--- src/rtl/fv_enc_pkg.sv ---
// Shared types and sizing helpers for the fv_enc stream sink.
package fv_enc_pkg;

   localparam int FIFO_DEPTH = 4;

   typedef enum logic {
      ACCUM = 1'b0,
      DONE  = 1'b1
   } fsm_e;

   function automatic int lenw(input int n);
      return $clog2(n) + 2;
   endfunction

endpackage

--- src/rtl/sync_fifo.sv ---
// Single-clock FIFO with registered occupancy count.
// Writes into a full FIFO and reads from an empty one are ignored.
module sync_fifo
   import fv_enc_pkg::*;
#(
   parameter int W     = 8,
   parameter int DEPTH = 4,
   parameter int CW    = $clog2(DEPTH + 1)
) (
   input  logic          clk,
   input  logic          s_rst_n,
   input  logic          wr_en,
   input  logic [W-1:0]  wr_data,
   input  logic          rd_en,
   output logic [W-1:0]  rd_data,
   output logic          full,
   output logic          empty,
   output logic [CW-1:0] count
);

   localparam int AW = (DEPTH > 1) ? $clog2(DEPTH) : 1;

   logic [W-1:0]  mem [DEPTH];
   logic [AW-1:0] wptr;
   logic [AW-1:0] rptr;
   logic          do_wr;
   logic          do_rd;

   assign full    = (count == CW'(DEPTH));
   assign empty   = (count == '0);
   assign do_wr   = wr_en && !full;
   assign do_rd   = rd_en && !empty;
   assign rd_data = mem[rptr];

   function automatic logic [AW-1:0] inc(input logic [AW-1:0] p);
      return (p == AW'(DEPTH - 1)) ? '0 : p + AW'(1);
   endfunction

   always_ff @(posedge clk) begin
      if (do_wr) mem[wptr] <= wr_data;
   end

   always_ff @(posedge clk or negedge s_rst_n) begin
      if (!s_rst_n) begin
         wptr  <= '0;
         rptr  <= '0;
         count <= '0;
      end else begin
         if (do_wr) wptr <= inc(wptr);
         if (do_rd) rptr <= inc(rptr);
         count <= count + CW'(do_wr) - CW'(do_rd);
      end
   end

endmodule

--- src/rtl/frame_check_sink.sv ---
// Frame sink: buffers beats, accumulates XOR/sum/length per frame and
// hands each frame result out over a valid/ready result port.
module frame_check_sink
   import fv_enc_pkg::*;
#(
   parameter int N     = 16,
   parameter int DATAW = 64
) (
   input  logic                 clk,
   input  logic                 s_rst_n,
   input  logic                 s_valid,
   input  logic                 s_last,
   input  logic [DATAW-1:0]     s_data,
   output logic                 s_ready,
   output logic                 res_valid,
   input  logic                 res_ready,
   output logic [DATAW-1:0]     res_xor,
   output logic [DATAW-1:0]     res_sum,
   output logic [lenw(N)-1:0]   res_len,
   output logic                 res_err,
   output logic                 ovf
);

   localparam int LENW = lenw(N);
   localparam int CW   = $clog2(FIFO_DEPTH + 1);
   localparam logic [LENW-1:0] LEN_MAX = '1;

   fsm_e             state;
   fsm_e             state_nx;
   logic             pop;
   logic             full;
   logic             empty;
   logic [CW-1:0]    count;
   logic [DATAW:0]   rd_word;
   logic             rd_last;
   logic [DATAW-1:0] rd_data;

   logic [DATAW-1:0] acc_xor;
   logic [DATAW-1:0] acc_sum;
   logic [LENW-1:0]  acc_len;
   logic [DATAW-1:0] nx_xor;
   logic [DATAW-1:0] nx_sum;
   logic [LENW-1:0]  nx_len;

   sync_fifo #(
      .W     (DATAW + 1),
      .DEPTH (FIFO_DEPTH),
      .CW    (CW)
   ) u_fifo (
      .clk     (clk),
      .s_rst_n (s_rst_n),
      .wr_en   (s_valid),
      .wr_data ({s_last, s_data}),
      .rd_en   (pop),
      .rd_data (rd_word),
      .full    (full),
      .empty   (empty),
      .count   (count)
   );

   assign rd_last   = rd_word[DATAW];
   assign rd_data   = rd_word[DATAW-1:0];
   assign s_ready   = (count <= CW'(FIFO_DEPTH - 2));
   assign res_valid = (state == DONE);

   assign nx_xor = acc_xor ^ rd_data;
   assign nx_sum = acc_sum + rd_data;
   assign nx_len = (acc_len == LEN_MAX) ? LEN_MAX
                                        : acc_len + LENW'(1);

   always_comb begin
      state_nx = state;
      pop      = 1'b0;
      unique case (state)
         ACCUM: begin
            if (!empty) begin
               pop = 1'b1;
               if (rd_last) state_nx = DONE;
            end
         end
         DONE: begin
            if (res_ready) state_nx = ACCUM;
         end
         default: state_nx = ACCUM;
      endcase
   end

   always_ff @(posedge clk or negedge s_rst_n) begin
      if (!s_rst_n) begin
         state   <= ACCUM;
         acc_xor <= '0;
         acc_sum <= '0;
         acc_len <= '0;
         res_xor <= '0;
         res_sum <= '0;
         res_len <= '0;
         res_err <= 1'b0;
         ovf     <= 1'b0;
      end else begin
         state <= state_nx;
         // full is the registered flag, so a write that coincides with a
         // pop from a full FIFO is still dropped and flagged
         if (s_valid && full) ovf <= 1'b1;
         if (pop) begin
            if (rd_last) begin
               res_xor <= nx_xor;
               res_sum <= nx_sum;
               res_len <= nx_len;
               res_err <= (nx_len != LENW'(N));
               acc_xor <= '0;
               acc_sum <= '0;
               acc_len <= '0;
            end else begin
               acc_xor <= nx_xor;
               acc_sum <= nx_sum;
               acc_len <= nx_len;
            end
         end
      end
   end

endmodule

--- config.mk ---
export PLATFORM = sky130hd
export DESIGN_NAME = frame_check_sink
export DESIGN_NICKNAME = d
export VERILOG_FILES = /design/src/rtl/fv_enc_pkg.sv /design/src/rtl/sync_fifo.sv /design/src/rtl/frame_check_sink.sv
export SDC_FILE = /design/constraint.sdc
export NUM_CORES = 1
export LEC_CHECK = 0
export CORE_UTILIZATION = 55
export CTS_BUF_LIST = sky130_fd_sc_hd__clkbuf_8
export DETAILED_ROUTE_END_ITERATION = 12
export HOLD_SLACK_MARGIN = 0.05
export PLACE_DENSITY = 0.76
export SLEW_MARGIN = 20
export SYNTH_ARGS = -nofsm -noshare
export SYNTH_HDL_FRONTEND = slang
export SYNTH_SLANG_ARGS = --single-unit
--- constraint.sdc ---
create_clock -name clk -period 5.28 [get_ports clk]
set_input_delay 0.528 -clock clk [delete_from_list [all_inputs] [get_ports clk]]
set_output_delay 0.528 -clock clk [all_outputs]
set_load 0.02 [all_outputs]
==> out/metrics.yaml, run 1 <==
outcome:
  outcome: "complete, no violations"
sta:
  min_period_ns: 4.62
  setup_tns_ns: 0
  fmax_ghz: 0.216
  final_hold_viol_count: 0
  relSlewSlack: 0.259
  drv_slew: 0
  rsz0062_at_grt: "no"
  tightest_slew_ns: 1.11
  min_period_over_period: 0.875
  skew_ns: 0.0293
  finalSetupViolCount: 0
synthesis:
  yosys.area_share.simple: 0.0886
  ys_warn_count: 0
  ys_seq_elements: 538
  syn_avg_cell_area_um2: 12.2
  synth_compound_area_frac: 0.131
  ys.flop_type: "dfrtp_1"
  synthMuxAreaShare: 0.0645
  ys_types: 68
  yosys.area_share.xor_xnor: 0.0473
  synthesis.nets: 2137
  ys_top_cells_by_area: "edfxtp_1, dfrtp_1, mux4_2, o21ai_0, nand2_1"
  yosysMostFrequentCell: "nand2_1"
  yosys.area.top_type: "edfxtp_1"
  synth.top_cell.area_share: 0.322
  seq_area_frac_synth: 0.608
  async_reset_ff_frac: 0.517
  syn_inst: 1994
  synth_area_um2: 24300
  synth_adder_area_share: 0.0388
  yosys-top-cells-count: "nand2_1, dfrtp_1, o21ai_0"
  synth_edf_count: 260
  synth_top_family_by_area: "compound AO/OA/AOI/OAI gates"
run:
  cap_violations: 0
detailed_routing:
  via_per_inst: 5.84
  vias: 16700
  avgRoutedWirePerCell_um: 21.1
  ant_nets: 0
  firstDrtPassIters: 6
  drt_iter0_markers: 1445
  drt-total-wl_um: 60200
  drcViolationCount: 0
finish:
  drive_gt1_frac: 0.110
  nFillCells: 3164
  area_growth_pct: 18.4
  final_nets: 2344
  multi_input_area_um2: 9010
  regArea_um2: 14800
global_route:
  grt_overflow_total: 0
  grt_max_degree: 110
  antenna_found_initial: 3
  grt_pass1_wl_um: 93500
  grtUsageTotal: 0.276
  grt_pass1_vias: 16600
worst_setup_path:
  ff2ff_path_depth: 13
  crit_path_end_kind: "flip-flop"
  arrival_ns: 5.18
  critPathMaxFanout: 22
  critPathKind: "flip-flop to flip-flop"
  required_ns: 5.84
  startpoint_type: "flip-flop"
  critical_path.startpoint: "u_fifo.rptr[0]"
  r2r-end: "res_sum[57]"
  ff2ff_setup_slack_ns: 0.66
  reg2reg_from: "u_fifo.rptr[0]"
floorplanning:
  core_area_um2: 43300
  die_x_um: 212
  start_util: 0.561
  die_h_um: 212
  io_pins: 207
  dieArea_um2: 45000
  rows: 76
cts:
  cts_resized: 0
  cts_tree: "done"
  cts_made_buffers: 86
  clkTransAtPathRegs_ns: 0.06
  clock-sinks: 538
  root_buffer: "clkbuf_8"
  h-tree-depth: 3
  clock_latency_ns: 0.69
  clk_path_buf_depth: 3
placed_design:
  io_buffers: 206
  dp_hpwl_um: 39600
  gp_congestion: 0.905
min_path:
  hold_depth: 2
  hold_path.class: "input port to flip-flop"
  holdCritStartpoint: "res_ready"
  min_to: "res_valid"
[stage by stage]
step	std cells	utilization	hold slack [ns]	instance area, µm²	setup WS, ns
2_1_floorplan	1994	-	0.232	24300	0.729
3_3_place_gp	2697	0.622	0.457	26900	0.817
3_5_place_dp	2697	0.622	0.462	26900	0.747
4_1_cts	2860	0.664	0.376	28700	0.723
5_1_grt	2861	0.664	0.412	28700	0.377
6_report	2861	0.664	0.418	28700	0.660
[timing repair]
action / CTS / global route
setup buffers: 0 / 0
hold endpoints to repair: 92 / 0
hold buffers: 1 / 0
[metal layers]
layer | routed length (µm) | vias to the layer above | global-route usage
met5 | 13 | - | 0
met4 | 1140 | 2 | 0.0842
met3 | 3880 | 74 | 0.0449
met2 | 28400 | 601 | 0.430
met1 | 26800 | 8362 | 0.401
li1 | - | 7677 | -
[kinds of logic after synthesis]
group / after synthesis
XOR/XNOR: 131
buffers and inverters: 132
flip-flops: 538
AO/OA/AOI/OAI: 529
multiplexers: 74
adder cells (fa/ha/maj): 74
AND/OR/NAND/NOR: 516
[cell type report]
class / count / share of cell area
flip-flops and latches: 538 / 0.514
multi-input cells: 1324 / 0.314
repair buffers: 226 / 0.0799
clock buffers: 99 / 0.0474
well taps: 585 / 0.0255
clock inverters: 63 / 0.0159
inverters: 25 / 0.00327
diodes: 1 / 0.0000871
[registers in the layout (all words and copies together), names as in the netlist]
name	flops
acc_xor	64
u_fifo.wptr	2
u_fifo.count	3
res_len	6
ovf	1
res_valid	1
acc_sum	64
res_err	1
u_fifo.mem	260
acc_len	6
res_sum	64
res_xor	64
u_fifo.rptr	2
[worst max path at each step]
stage,to,depth (start not counted)
after floorplan,res_sum[62],15
after global placement,acc_sum[63],13
after detailed placement,res_sum[48],13
after CTS,res_sum[48],13
after global routing,acc_sum[61],13
final,res_sum[57],13
[cell usage in the layout (no fill, tap or decap), types with 4 or more instances in the layout]
cell               n
and2_2             5
buf_4             13
nor3_1             7
nor2_1           107
o31a_1             4
clkinvlp_4         5
o31ai_1           12
a211oi_1           6
a21o_1            35
o21bai_1          10
edfxtp_1         260
clkinv_2          13
clkdlybuf4s50_1  205
nand2_1          327
clkbuf_8          99
o211ai_1          10
ha_1              72
xnor2_1          103
a22o_1            34
inv_1             55
bufinv_16          7
nand3_1           10
a31oi_1           11
dfrtp_1          276
o21ai_1           12
mux4_2            65
a211oi_2           4
clkinv_1           8
o22ai_1            4
buf_12             6
a21oi_1           73
o21ai_0          276
nor2b_1            4
o21a_1            13
mux2_2             9
nand4_1           24
xor2_1            28
[worst max-delay path, stage by stage, from the launching register on]
cell       delay, ns
dfrtp_4         0.75
buf_12          0.22
mux4_2          0.58
ha_1            0.40
a21oi_1         0.16
o21ai_1         0.13
o2111ai_1       0.39
nor3_1          0.11
a21oi_1         0.36
o21ai_1         0.27
a21oi_1         0.49
o21bai_1        0.17
xor2_1          0.17
mux2_2          0.27
Power of run 1 is left out: the tool's default activity adds up to more than one toggle a clock period on the data nets, which glitch-free logic cannot reach.
==> run 2, diff against run 1 <==
--- a/config.mk
+++ b/config.mk
@@ -5,11 +5,10 @@
 export SDC_FILE = /design/constraint.sdc
 export NUM_CORES = 1
 export LEC_CHECK = 0
-export CORE_UTILIZATION = 55
+export CORE_UTILIZATION = 25
 export CTS_BUF_LIST = sky130_fd_sc_hd__clkbuf_8
 export DETAILED_ROUTE_END_ITERATION = 12
 export HOLD_SLACK_MARGIN = 0.05
-export PLACE_DENSITY = 0.76
 export SLEW_MARGIN = 20
 export SYNTH_ARGS = -nofsm -noshare
 export SYNTH_HDL_FRONTEND = slang
==> run 2 against run 1 <==
Effect of this change:
- die area rose by 120%
- non-clock buffer count rose by 6
- routed wire length rose by 13%
- register-to-register slack improved by 0.03 ns
- fmax rose by 0.55%
- critical path type unchanged
- via count fell by 3.5%
- first-iteration DRC count fell by 27%
- flip-flop and latch count did not move
- core utilization fell by 35 points
- clock-buffer cell count rose by 5
- sequential share of layout area fell by 1.7 points
==> out/metrics.yaml, run 2 (synthesized netlist as in run 1, its figures left out) <==
floorplanning:
  die_x_um: 314  # +48%
  start_util: 0.254  # -0.307
  rows: 113  # +49%
  io_pins: 207  # unchanged
  dieArea_um2: 98300  # +120%
  die_h_um: 314  # +48%
  core_area_um2: 95600  # +120%
worst_setup_path:
  critical_path_buf_inv_count: 0  # -1
  critPathKind: "flip-flop to flip-flop"
  critPathMaxFanout: 17  # -23%
  path_cells: "mux4_2, ha_1, a211oi_1, o21ai_1, o211ai_1, nand4b_1, a21oi_1, o21ai_1, a21oi_1, o21bai_1, xor2_1, mux2_2"
  critical-path-top-delay-family: "compound AO/OA/AOI/OAI gates"
  required_ns: 5.82  # -0.02 ns
  crit_path_end_kind: "flip-flop"
  crit_slowest_cell: "dfrtp_4"
  startpoint_type: "flip-flop"
  ff2ff_path_depth: 12  # -1
  cpPeakStageDelay_ns: 0.67  # -0.08 ns
  reg2reg_from: "u_fifo.rptr[0]"
  ff2ff_setup_slack_ns: 0.68  # +0.03 ns
  arrival_ns: 5.14  # -0.04 ns
  crit_cells: 12  # -1
  r2r-end: "res_sum[57]"
placed_design:
  dp_hpwl_um: 46900  # +19%
  io_buffers: 206  # unchanged
  gp_congestion: 0.852  # -5.9%
cts:
  cts_setup_buffers: 0  # unchanged
  clock_latency_ns: 0.70  # about the same
  cts_resized: 0  # unchanged
  h-tree-depth: 3  # unchanged
  cts-hold-fix-buffers: 1  # unchanged
  cts_made_buffers: 92  # +7.0%
  clock-sinks: 538  # unchanged
  clk_path_buf_depth: 3  # unchanged
  root_buffer: "clkbuf_8"
  cts_tree: "done"
  clkTransAtPathRegs_ns: 0.06  # about the same
global_route:
  grt_overflow_total: 0  # unchanged
  grt_pass1_wl_um: 103000  # +11%
  antenna_found_initial: 6  # +3
  grt_pass1_vias: 16500  # -0.30%
  grtUsageTotal: 0.138  # -0.138
  grt_max_degree: 133  # +21%
sta:
  min_period_over_period: 0.870  # -0.00481
  relSlewSlack: 0.345  # +0.0851
  tightest_slew_ns: 0.981  # -0.130 ns
  setup_tns_ns: 0  # unchanged
  rsz0062_at_grt: "no"
  skew_ns: 0.0457  # +0.0163 ns
  fmax_ghz: 0.218  # +0.55%
  min_period_ns: 4.60  # -0.0254 ns
  drv_slew: 0  # unchanged
  finalSetupViolCount: 0  # unchanged
  final_hold_viol_count: 0  # unchanged
  hold_slack_ns: 0.301  # -0.117 ns
detailed_routing:
  drt-total-wl_um: 67800  # +13%
  ant_nets: 0  # unchanged
  drt_iter0_markers: 1058  # -27%
  avgRoutedWirePerCell_um: 19.0  # -9.5%
  firstDrtPassIters: 5  # -1
  vias: 16100  # -3.5%
  drcViolationCount: 0  # unchanged
  via_per_inst: 4.53  # -22%
finish:
  regMostFlops: "u_fifo.mem"
  drive_gt1_frac: 0.115  # +0.00447
  final_cell_mix: "nand2_1, o21ai_0, dfrtp_1"
  mostFrequentLayoutCell: "nand2_1"
  area_growth_pct: 22.5
  final_nets: 2356  # +0.51%
  largest_register_ffs: 260  # unchanged
run:
  cap_violations: 0  # unchanged
power_and_ir_drop:
  ir_worst_vdd_mv: 0.337
  p_per_area_nw_per_um2: 742
  p_leak_nw: 11.6
  power_w: 0.0221
outcome:
  outcome: "complete, no violations"
min_path:
  hold_path.class: "input port to async pin"
[run 2: cell count changes in the layout (fill, tap and decap cells not counted), moves of 2 or more]
cell,previous run,this run
buf_4,13,18
clkbuf_8,99,104
and2_2,5,1
and2_4,0,4
clkinv_1,8,11
inv_6,0,3
clkinv_2,13,11
diode_2,1,3
[run 2: layout make-up]
cell class / instances / area (µm²)
multi-input cells: 1324 / 9020
diodes: 3 / 7.51
clock inverters: 68 / 473
fillers: 9787 / 65800
well taps: 1265 / 1580
repair buffers: 232 / 2350
clock buffers: 104 / 1430
flip-flops and latches: 538 / 14800
inverters: 25 / 93.8
[run 2: how the worst max path moves through the flow]
stage / startpoint / endpoint / slack, ns
after global placement: u_fifo.rptr[0] / res_sum[57] / 0.72
after floorplan: u_fifo.rptr[0] / res_sum[62] / 0.73
after CTS: u_fifo.rptr[0] / res_sum[57] / 0.64
after detailed placement: u_fifo.rptr[0] / res_sum[57] / 0.70
after global routing: u_fifo.rptr[0] / res_sum[57] / 0.30
final: u_fifo.rptr[0] / res_sum[57] / 0.68
[run 2: metrics by stage]
step | utilization | std cells | instance area [µm²] | worst slack, ns
4_1_cts | 0.311 | 3556 | 29700 | 0.636
6_report | 0.311 | 3559 | 29700 | 0.685
2_1_floorplan | - | 1994 | 24300 | 0.729
3_5_place_dp | 0.291 | 3383 | 27800 | 0.700
5_1_grt | 0.311 | 3559 | 29700 | 0.295
3_3_place_gp | 0.291 | 3383 | 27800 | 0.720
[run 2: layer usage]
layer	up-vias	part of all wire	track usage
met3	81	0.074	0.0442
met4	6	0.017	0.0425
met2	373	0.47	0.220
li1	7716	-	-
met1	7956	0.44	0.178
met5	-	0.00049	0
[run 2: where the power goes]
group / leakage, nW / switching, W / internal [W]
Sequential: 5.90 / 0.000731 / 0.00585
Clock: 1.08 / 0.00175 / 0.00211
Combinational: 4.58 / 0.00723 / 0.00440
Total: 11.6 / 0.00971 / 0.0124
Power figures use the tool's default switching activity.
==> run 3, diff against run 2 <==
--- a/config.mk
+++ b/config.mk
@@ -9,6 +9,7 @@
 export CTS_BUF_LIST = sky130_fd_sc_hd__clkbuf_8
 export DETAILED_ROUTE_END_ITERATION = 12
 export HOLD_SLACK_MARGIN = 0.05
+export SETUP_SLACK_MARGIN = 0.5
 export SLEW_MARGIN = 20
 export SYNTH_ARGS = -nofsm -noshare
 export SYNTH_HDL_FRONTEND = slang
==> run 3 against run 2 <==
Effect of this change:
- highest routed layer unchanged
- flip-flop and latch count stayed put
- register-to-register slack better by 0.03 ns
- design area hardly changed
- clock skew is 0.0017 ns lower
- power hardly changed
- clock power hardly changed
- largest cell class unchanged
- fmax is 0.56% higher
- clock-buffer cell count stayed put
- critical path depth is 1 higher
==> out/metrics.yaml, run 3 (synthesized netlist as in run 1, its figures left out) <==
global_route:
  met3_usage: 0.0442  # unchanged
  grt_max_degree: 133  # unchanged
  grt_pass1_wl_um: 103000  # unchanged
  antenna_found_initial: 6  # unchanged
  grt_pass1_vias: 16500  # unchanged
  grtUsageTotal: 0.138  # unchanged
  grt_most_used_layer: "met2"
  grt_overflow_total: 0  # unchanged
  use_met2: 0.220  # unchanged
  use_met1: 0.178  # unchanged
detailed_routing:
  firstDrtPassIters: 5  # unchanged
  drcViolationCount: 0  # unchanged
  vias: 16200  # +0.22%
  drt_iter0_markers: 1051  # -0.66%
  drt-total-wl_um: 67800  # about the same
  ant_nets: 0  # unchanged
  avgRoutedWirePerCell_um: 19.1  # about the same
  via_per_inst: 4.54  # +0.22%
floorplanning:
  die_h_um: 314  # unchanged
  dieArea_um2: 98300  # unchanged
  start_util: 0.254  # unchanged
  die_x_um: 314  # unchanged
  io_pins: 207  # unchanged
  rows: 113  # unchanged
  core_area_um2: 95600  # unchanged
worst_setup_path:
  path_cells: "mux4_2, ha_1, fa_1, a211oi_2, o211ai_1, a31oi_1, o31a_1, o31a_1, o21a_1, o31ai_2, a221oi_1, xnor2_1, mux2_2"
  ff2ff_setup_slack_ns: 0.71  # +0.03 ns
  critical_path.startpoint: "u_fifo.rptr[0]"
  ff2ff_path_depth: 13  # +1
  required_ns: 5.86  # +0.04 ns
  crit_path_end_kind: "flip-flop"
  crit_slowest_cell: "dfrtp_4"
  reg2reg_from: "u_fifo.rptr[0]"
  critPathMaxFanout: 17  # unchanged
  crit_end: "res_sum[48]"
  r2r-end: "res_sum[48]"
  critical-path-top-delay-family: "compound AO/OA/AOI/OAI gates"
  startpoint_type: "flip-flop"
  arrival_ns: 5.15  # about the same
  critical_path_buf_inv_count: 0  # unchanged
  critPathKind: "flip-flop to flip-flop"
  cpMostUsedCell: "o31a_1"
  crit_cells: 13  # +1
  cpPeakStageDelay_ns: 0.67  # about the same
cts:
  clk_path_buf_depth: 3  # unchanged
  cts_setup_buffers: 0  # unchanged
  cts_tree: "done"
  root_buffer: "clkbuf_8"
  cts_made_buffers: 92  # unchanged
  clock-sinks: 538  # unchanged
  h-tree-depth: 3  # unchanged
  clock_latency_ns: 0.70  # about the same
  clkTransAtPathRegs_ns: 0.06  # about the same
finish:
  mostFrequentLayoutCell: "nand2_1"
  final_nets: 2356  # unchanged
  largest_register_ffs: 260  # unchanged
  drive_gt1_frac: 0.115  # +0.000436
  area_growth_pct: 22.5  # about the same
  regMostFlops: "u_fifo.mem"
  final_cell_mix: "nand2_1, o21ai_0, dfrtp_1"
min_path:
  hold_path.class: "input port to async pin"
placed_design:
  io_buffers: 206  # unchanged
  place_ws_ns: 0.700  # unchanged
  gp_congestion: 0.852  # unchanged
  dp_hpwl_um: 46900  # unchanged
sta:
  fin_ws_ns: 0.710  # +0.0255 ns
  final_hold_viol_count: 0  # unchanged
  min_period_ns: 4.57  # -0.0255 ns
  tightest_slew_ns: 0.979  # -0.00178 ns
  finalSetupViolCount: 0  # unchanged
  relSlewSlack: 0.346  # +0.00119
  min_period_over_period: 0.865  # -0.00483
  fmax_ghz: 0.219  # +0.56%
  setup_tns_ns: 0  # unchanged
  rsz0062_at_grt: "no"
  drv_slew: 0  # unchanged
  skew_ns: 0.0440  # -0.00171 ns
power_and_ir_drop:
  p_leak_nw: 11.6  # about the same
  p_per_area_nw_per_um2: 743  # about the same
  ir_worst_vdd_mv: 0.337  # about the same
run:
  cap_violations: 0  # unchanged
outcome:
  outcome: "complete, no violations"
run 3: changes by cell type in the layout (fill, tap and decap cells not counted):
cell / delta
a21oi_2: +1
a21oi_1: -1
run 3: how the worst min path moves through the flow:
stage	depth (start not counted)	slack [ns]	end
final	2	0.30	res_xor[43]
after detailed placement	1	0.43	res_xor[43]
after CTS	2	0.26	acc_xor[53]
after global routing	2	0.29	res_xor[45]
after floorplan	0	0.23	acc_len[0]
after global placement	1	0.43	res_xor[43]
run 3: timing repair:
action | 4_1_cts | 5_1_grt
endpoints found under the setup margin | 0 | 4
hold buffers | 1 | 0
endpoints found under the hold margin | 34 | 0
gates resized for setup | 0 | 1
run 3: through the flow:
step | cell area [µm²] | power [W] | std cells | hold WS, ns | utilization
4_1_cts | 29700 | 0.0224 | 3556 | 0.257 | 0.311
2_1_floorplan | 24300 | 0.0141 | 1994 | 0.232 | -
3_5_place_dp | 27800 | 0.0184 | 3383 | 0.432 | 0.291
3_3_place_gp | 27800 | 0.0183 | 3383 | 0.428 | 0.291
6_report | 29700 | 0.0221 | 3559 | 0.297 | 0.311
5_1_grt | 29700 | 0.0237 | 3559 | 0.289 | 0.311
run 3: routing by layer:
metal | part of all wire | vias to the layer above
li1 | - | 7711
met1 | 0.44 | 8017
met2 | 0.47 | 348
met3 | 0.072 | 85
met4 | 0.017 | 6
met5 | 0.00049 | -
run 3: power breakdown:
part | total (W) | switching, W | internal [W] | leakage [nW]
logic | 0.0116 | 0.00724 | 0.00440 | 4.58
clock network | 0.00386 | 0.00175 | 0.00211 | 1.08
registers | 0.00658 | 0.000730 | 0.00585 | 5.90
run 3: area by class of cell:
class,instances,area [µm²]
inverters,25,93.8
clock buffers,104,1430
diodes,3,7.51
repair buffers,232,2350
fillers,9788,65800
flip-flops and latches,538,14800
multi-input cells,1324,9020
clock inverters,68,473
well taps,1265,1580
